<file path="src/rtl/uart_th_host_if.sv">
// Command/response, transmit and receive signals between the threshold host and its neighbours.
interface uart_th_host_if;
  logic        cmd_valid;
  logic [2:0]  cmd_mode;
  logic        cmd_dir;
  logic        cmd_ready;
  logic        idle_ready_tx;
  logic        start_tx;
  logic [7:0]  data_tx;
  logic        data_ready_rx;
  logic [7:0]  data_rx;
  logic        resp_valid;
  logic [15:0] resp_value;
  logic        resp_error;
  logic        busy;

  modport master (
    output cmd_valid, cmd_mode, cmd_dir, idle_ready_tx, data_ready_rx, data_rx,
    input  cmd_ready, start_tx, data_tx, resp_valid, resp_value, resp_error, busy
  );

  modport slave (
    input  cmd_valid, cmd_mode, cmd_dir, idle_ready_tx, data_ready_rx, data_rx,
    output cmd_ready, start_tx, data_tx, resp_valid, resp_value, resp_error, busy
  );
endinterface

</file>
<file path="src/rtl/uart_th_host.sv">
// Threshold-adjust sequencer: sends mode and direction characters over a byte UART,
// checks their echoes, then collects the reported threshold (16-bit for solar, 8-bit signed otherwise).
module uart_th_host #(
  parameter int unsigned TIMEOUT_CYCLES = 500000
) (
  input logic           clk,
  input logic           rst,
  uart_th_host_if.slave bus
);

  localparam int unsigned      CNT_W    = 24;
  localparam logic [CNT_W-1:0] CNT_LAST = CNT_W'(TIMEOUT_CYCLES - 1);
  localparam logic [7:0]       CHAR_A   = 8'h41;
  localparam logic [7:0]       CHAR_W   = 8'h77;
  localparam logic [7:0]       CHAR_S   = 8'h73;
  localparam logic [2:0]       MODE_BAD = 3'd7;
  localparam logic [2:0]       MODE_SOLAR = 3'd0;

  typedef enum logic [2:0] {
    IDLE, SEND_MODE, WAIT_MODE_ECHO, SEND_DIR, WAIT_DIR_ECHO, WAIT_LSB, WAIT_MSB, DONE
  } state_t;

  state_t           state;
  logic [2:0]       mode;
  logic             dir;
  logic [7:0]       lsb;
  logic [CNT_W-1:0] cnt;
  logic             err;
  logic [15:0]      value;

  logic             cmd_ready;
  logic             busy;
  logic             start_tx;
  logic [7:0]       data_tx;
  logic             resp_valid;
  logic             resp_error;
  logic [15:0]      resp_value;

  logic [7:0]       mode_char;
  logic [7:0]       dir_char;
  logic             timeout;

  assign mode_char = CHAR_A + {5'd0, mode};
  assign dir_char  = dir ? CHAR_W : CHAR_S;
  assign timeout   = (cnt == CNT_LAST);

  // cnt defaults to zero, so every state change clears it; wait states count up only while idle
  always_ff @(posedge clk or posedge rst) begin
    if (rst) begin
      state      <= IDLE;
      mode       <= '0;
      dir        <= 1'b0;
      lsb        <= '0;
      cnt        <= '0;
      err        <= 1'b0;
      value      <= '0;
      cmd_ready  <= 1'b1;
      busy       <= 1'b0;
      start_tx   <= 1'b0;
      data_tx    <= '0;
      resp_valid <= 1'b0;
      resp_error <= 1'b0;
      resp_value <= '0;
    end else begin
      start_tx   <= 1'b0;
      data_tx    <= '0;
      resp_valid <= 1'b0;
      cnt        <= '0;
      case (state)
        IDLE: begin
          if (bus.cmd_valid) begin
            mode      <= bus.cmd_mode;
            dir       <= bus.cmd_dir;
            err       <= 1'b0;
            value     <= '0;
            cmd_ready <= 1'b0;
            busy      <= 1'b1;
            if (bus.cmd_mode == MODE_BAD) begin
              err   <= 1'b1;
              state <= DONE;
            end else begin
              state <= SEND_MODE;
            end
          end
        end
        SEND_MODE: begin
          if (bus.idle_ready_tx) begin
            start_tx <= 1'b1;
            data_tx  <= mode_char;
            state    <= WAIT_MODE_ECHO;
          end
        end
        WAIT_MODE_ECHO: begin
          if (bus.data_ready_rx) begin
            if (bus.data_rx == mode_char) begin
              state <= SEND_DIR;
            end else begin
              err   <= 1'b1;
              state <= DONE;
            end
          end else if (timeout) begin
            err   <= 1'b1;
            state <= DONE;
          end else begin
            cnt <= cnt + CNT_W'(1);
          end
        end
        SEND_DIR: begin
          if (bus.idle_ready_tx) begin
            start_tx <= 1'b1;
            data_tx  <= dir_char;
            state    <= WAIT_DIR_ECHO;
          end
        end
        WAIT_DIR_ECHO: begin
          if (bus.data_ready_rx) begin
            if (bus.data_rx == dir_char) begin
              state <= WAIT_LSB;
            end else begin
              err   <= 1'b1;
              state <= DONE;
            end
          end else if (timeout) begin
            err   <= 1'b1;
            state <= DONE;
          end else begin
            cnt <= cnt + CNT_W'(1);
          end
        end
        WAIT_LSB: begin
          if (bus.data_ready_rx) begin
            lsb <= bus.data_rx;
            if (mode == MODE_SOLAR) begin
              state <= WAIT_MSB;
            end else begin
              value <= {{8{bus.data_rx[7]}}, bus.data_rx};
              state <= DONE;
            end
          end else if (timeout) begin
            err   <= 1'b1;
            state <= DONE;
          end else begin
            cnt <= cnt + CNT_W'(1);
          end
        end
        WAIT_MSB: begin
          if (bus.data_ready_rx) begin
            value <= {bus.data_rx, lsb};
            state <= DONE;
          end else if (timeout) begin
            err   <= 1'b1;
            state <= DONE;
          end else begin
            cnt <= cnt + CNT_W'(1);
          end
        end
        DONE: begin
          resp_valid <= 1'b1;
          resp_error <= err;
          resp_value <= err ? 16'h0000 : value;
          cmd_ready  <= 1'b1;
          busy       <= 1'b0;
          state      <= IDLE;
        end
        default: state <= IDLE;
      endcase
    end
  end

  assign bus.cmd_ready  = cmd_ready;
  assign bus.busy       = busy;
  assign bus.start_tx   = start_tx;
  assign bus.data_tx    = data_tx;
  assign bus.resp_valid = resp_valid;
  assign bus.resp_error = resp_error;
  assign bus.resp_value = resp_value;

endmodule

</file>
<file path="src/flat_wrapper.sv">
// flat-port wrapper written by rule: the top's interface ports become plain ports
module uart_th_host_flat 
#(
  parameter int unsigned TIMEOUT_CYCLES = 500000
)
  (clk, rst, bus_cmd_valid, bus_cmd_mode, bus_cmd_dir, bus_idle_ready_tx, bus_data_ready_rx, bus_data_rx, bus_cmd_ready, bus_start_tx, bus_data_tx, bus_resp_valid, bus_resp_value, bus_resp_error, bus_busy);
  uart_th_host_if bus_i ();
  input logic clk;
  input logic rst;
  input wire logic [$bits(bus_i.cmd_valid)-1:0] bus_cmd_valid;
  input wire logic [$bits(bus_i.cmd_mode)-1:0] bus_cmd_mode;
  input wire logic [$bits(bus_i.cmd_dir)-1:0] bus_cmd_dir;
  input wire logic [$bits(bus_i.idle_ready_tx)-1:0] bus_idle_ready_tx;
  input wire logic [$bits(bus_i.data_ready_rx)-1:0] bus_data_ready_rx;
  input wire logic [$bits(bus_i.data_rx)-1:0] bus_data_rx;
  output wire logic [$bits(bus_i.cmd_ready)-1:0] bus_cmd_ready;
  output wire logic [$bits(bus_i.start_tx)-1:0] bus_start_tx;
  output wire logic [$bits(bus_i.data_tx)-1:0] bus_data_tx;
  output wire logic [$bits(bus_i.resp_valid)-1:0] bus_resp_valid;
  output wire logic [$bits(bus_i.resp_value)-1:0] bus_resp_value;
  output wire logic [$bits(bus_i.resp_error)-1:0] bus_resp_error;
  output wire logic [$bits(bus_i.busy)-1:0] bus_busy;
  assign bus_i.cmd_valid = bus_cmd_valid;
  assign bus_i.cmd_mode = bus_cmd_mode;
  assign bus_i.cmd_dir = bus_cmd_dir;
  assign bus_i.idle_ready_tx = bus_idle_ready_tx;
  assign bus_i.data_ready_rx = bus_data_ready_rx;
  assign bus_i.data_rx = bus_data_rx;
  assign bus_cmd_ready = bus_i.cmd_ready;
  assign bus_start_tx = bus_i.start_tx;
  assign bus_data_tx = bus_i.data_tx;
  assign bus_resp_valid = bus_i.resp_valid;
  assign bus_resp_value = bus_i.resp_value;
  assign bus_resp_error = bus_i.resp_error;
  assign bus_busy = bus_i.busy;
  uart_th_host #(.TIMEOUT_CYCLES(TIMEOUT_CYCLES)) u_core (.clk(clk), .rst(rst), .bus(bus_i));
endmodule
</file>
<file path="config.mk">
export PLATFORM = sky130hd
export DESIGN_NAME = uart_th_host_flat
export DESIGN_NICKNAME = d
export VERILOG_FILES = /design/src/rtl/uart_th_host_if.sv /design/src/rtl/uart_th_host.sv /design/src/flat_wrapper.sv
export SDC_FILE = /design/constraint.sdc
export NUM_CORES = 1
export LEC_CHECK = 0
export ABC_AREA = 1
export CAP_MARGIN = 15
export CORE_ASPECT_RATIO = 0.9
export CORE_MARGIN = 1.5
export CORE_UTILIZATION = 53
export CTS_BUF_LIST = sky130_fd_sc_hd__clkbuf_4
export DETAILED_ROUTE_END_ITERATION = 8
export MAX_ROUTING_LAYER = met4
export PLACE_DENSITY = 0.85
export RECOVER_POWER = 50
export SKIP_CTS_REPAIR_TIMING = 1
export SYNTH_ARGS = -nofsm -noshare
export SYNTH_HDL_FRONTEND = slang
export SYNTH_SLANG_ARGS = --single-unit
export TNS_END_PERCENT = 10
</file>
<file path="constraint.sdc">
create_clock -name clk -period 2.6 [get_ports clk]
set_clock_uncertainty 0.15 [all_clocks]
set_input_delay 0.39 -clock clk [delete_from_list [all_inputs] [get_ports clk]]
set_output_delay 0.39 -clock clk [all_outputs]
set_load 0.02 [all_outputs]
</file>
==> results.sh <==
export IMPL_ioPinCount=46
export IMPL_p_clk_share_pct=14.5
export IMPL_final_common_cell="nand2_1"
export IMPL_power_frac_seq_pct=42.4
export IMPL_max_freq_ghz=0.456
export IMPL_antenna_left=0
export IMPL_critical_path_max_stage_delay_ps=680
export IMPL_viasPerCell=5.34
export IMPL_p_total_mw=4.39
export IMPL_initialDrtViolationCount=299
export IMPL_tightest_slew_ps=1190
export IMPL_fin_util_pct=63.6
export IMPL_fin_tns_setup_ps=0
export IMPL_syn_nets=564
export IMPL_hold_path_class="reg -> reg"
export IMPL_worstSkewPairLatency_ps=430
export IMPL_p_comb_share_pct=43.2
export IMPL_critical_path_class="reg -> reg"
export IMPL_period_minus_slack_ps=2190
export IMPL_switching_share_pct=42.0
export IMPL_dpl_hpwl_um=6960
export IMPL_path_cells="inv_1 > nand2_1 > nor2_1 > nor2_1 > nand2_1 > nor2_4 > buf_4 > nor2_1 > a31oi_1"
export IMPL_yosysWarnings=0
export IMPL_place_ws_ps=439
export IMPL_core_um2=7580
export IMPL_gp_congestion=0.971
export IMPL_p_int_mw=2.54
export IMPL_die_w_um=96.4
export IMPL_grt_max_degree=40
export IMPL_power_density_nw_per_um2=910
export IMPL_post_drt_wl_per_cell_um=13.0
export IMPL_clock_path_buffers=2
export IMPL_grt_pass1_vias=3492
export IMPL_synth_cells=544
export IMPL_grt_pass1_wl_um=15800
export IMPL_rsz0062_at_grt="no"
export IMPL_num_vias=3699
export IMPL_clkSinkCount=83
export IMPL_num_rows=30
export IMPL_cp_common_cell="nor2_1"
export IMPL_grt_antenna_before_repair=0
export IMPL_ys_ff_latch=83
export IMPL_synth_cell_types=32
export IMPL_cp_max_fo=32
export IMPL_drt_first_pass_iters=5
export IMPL_end_kind="flop"
export IMPL_cp_slowest_cell="dfrtp_1"
export IMPL_fill_cells=698
export IMPL_track_usage_pct=25.5
export IMPL_cp_arrival_ps=2400
export IMPL_overflow=0
export IMPL_syn_area_um2=4160
export IMPL_period_share_pct=84.4
export IMPL_die_area_um2=8400
export IMPL_cts_buffers=9
export IMPL_p_leak_nw=2.29
export IMPL_initial_core_util_pct=54.9
export IMPL_final_nets=612
export IMPL_worstPathRequired_ps=2800
export IMPL_syn_to_final_growth_pct=15.7
export IMPL_cp_buffers_inverters=2
export IMPL_vdd_ir_drop_max_mv=0.551
export IMPL_io_buffers=44
export IMPL_clk_root_buffer_cell="clkbuf_4"
export IMPL_fin_ws_ps=405
export IMPL_yosysSeqAreaShare_pct=49.9
export IMPL_h_tree_depth=3
export IMPL_layout_common_cells="132 x nand2_1, 82 x dfrtp_1, 77 x inv_1, 68 x nor2_1, 43 x clkdlybuf4s50_1"
export IMPL_drive_above_1_share_pct=6.53
export IMPL_cp_top_family="flip-flops"
export IMPL_startpoint_type="flop"
export IMPL_status="complete, no violations"
export IMPL_slew_headroom_pct=20.1
export IMPL_wirelength_um=9030
export IMPL_hold_viol_final=0
export IMPL_setup_viol=0
export IMPL_maxCapViolCount=0
export IMPL_power_switching_mw=1.84
export IMPL_n_antenna_cell=0
export IMPL_drc=0
export IMPL_dieHeight_um=87.1
export IMPL_cts_tree="done"
export IMPL_clkSlewWorstSetupHoldPaths_ps=120
export IMPL_slew_viol_final=0
export IMPL_syn_area_per_cell_um2=7.65
[per-layer routing]
metal	vias up	track usage [%]	wire length (um)
li1	1825	-	-
met5	-	-	0
met2	123	36.7	4000
met4	0	7.91	114
met1	1736	35.0	4320
met3	15	7.24	590
[kinds of logic after synthesis]
| kind of cell | Yosys count | share of synthesized area [%] |
|---|---|---|
| buffers and inverters | 96 | 9.16 |
| AO/OA/AOI/OAI | 76 | 9.53 |
| XOR/XNOR | 7 | 1.47 |
| adder cells (fa/ha/maj) | 3 | 0.902 |
| AND/OR/NAND/NOR | 278 | 28.9 |
| other | 1 | 0.0901 |
| flip-flops | 83 | 49.9 |
[synth_stat cells, drive strengths merged]
master  instances  area (um2)
nand2         133         502
inv            84         315
dfrtp          82        2050
nor2           72         290
o21ai          62         310
nand3          43         220
nor3           14        90.1
nand4          12        75.1
buf             7        47.6
a21oi           6        30.0
clkbuf          5        18.8
xor2            4        35.0
a31oi           3        18.8
ha              3        37.5
o21a            3        22.5
xnor2           3        26.3
a22o            1        8.76
and3            1        6.26
conb            1        3.75
dfstp           1        26.3
nand3b          1        7.51
nor3b           1        7.51
o22ai           1        6.26
or2             1        6.26
[layout make-up]
class	count	area [um2]	area share, %
clock inverter	5	30.0	0.623
sequential	83	2080	43.1
multi-input combinational	365	1700	35.4
timing repair buffer	49	488	10.1
tap	96	120	2.49
clock buffer	11	82.6	1.71
inverter	84	317	6.57
[state kept, by name, indices dropped and copies added (netlist names)]
signal                 flops
u_core.bus.data_tx         6
u_core.bus.resp_value     16
u_core.bus.resp_error      1
u_core.bus.cmd_ready       1
u_core.state               3
u_core.bus.busy            1
u_core.bus.start_tx        1
u_core.value              16
u_core.err                 1
u_core.bus.resp_valid      1
u_core.lsb                 8
u_core.mode                3
u_core.dir                 1
u_core.cnt                24
[stage by stage]
stage | hold WS [ps] | instance area [um2] | cells
4_1_cts | 209 | 4820 | 693
5_1_grt | 346 | 4820 | 693
3_3_place_gp | 295 | 4710 | 677
3_5_place_dp | 311 | 4710 | 677
6_report | 326 | 4820 | 693
2_1_floorplan | 283 | 4170 | 544
[path summary, 6_finish.rpt]
check,from,to,slack [ps],depth (start not counted)
min,u_core.cnt[0],u_core.cnt[0],330,1
min in group asynchronous,rst,u_core.bus.resp_value[4],490,2
min reg2reg,u_core.cnt[0],u_core.cnt[0],330,1
max,u_core.state[2],u_core.value[7],410,9
max in group asynchronous,rst,u_core.cnt[3],810,3
max reg2reg,u_core.state[2],u_core.value[7],410,9
[power groups by stage]
| stage | Combinational [mW] | Sequential, mW | Clock, mW |
|---|---|---|---|
| after global placement | 1.85 | 1.87 | 0 |
| after floorplan | 1.18 | 1.99 | 0 |
| after global routing | 2.15 | 1.91 | 0.716 |
| after CTS | 1.90 | 1.86 | 0.655 |
| final | 1.89 | 1.86 | 0.635 |
| after detailed placement | 1.89 | 1.89 | 0 |
(Power assumes the default switching activity.)
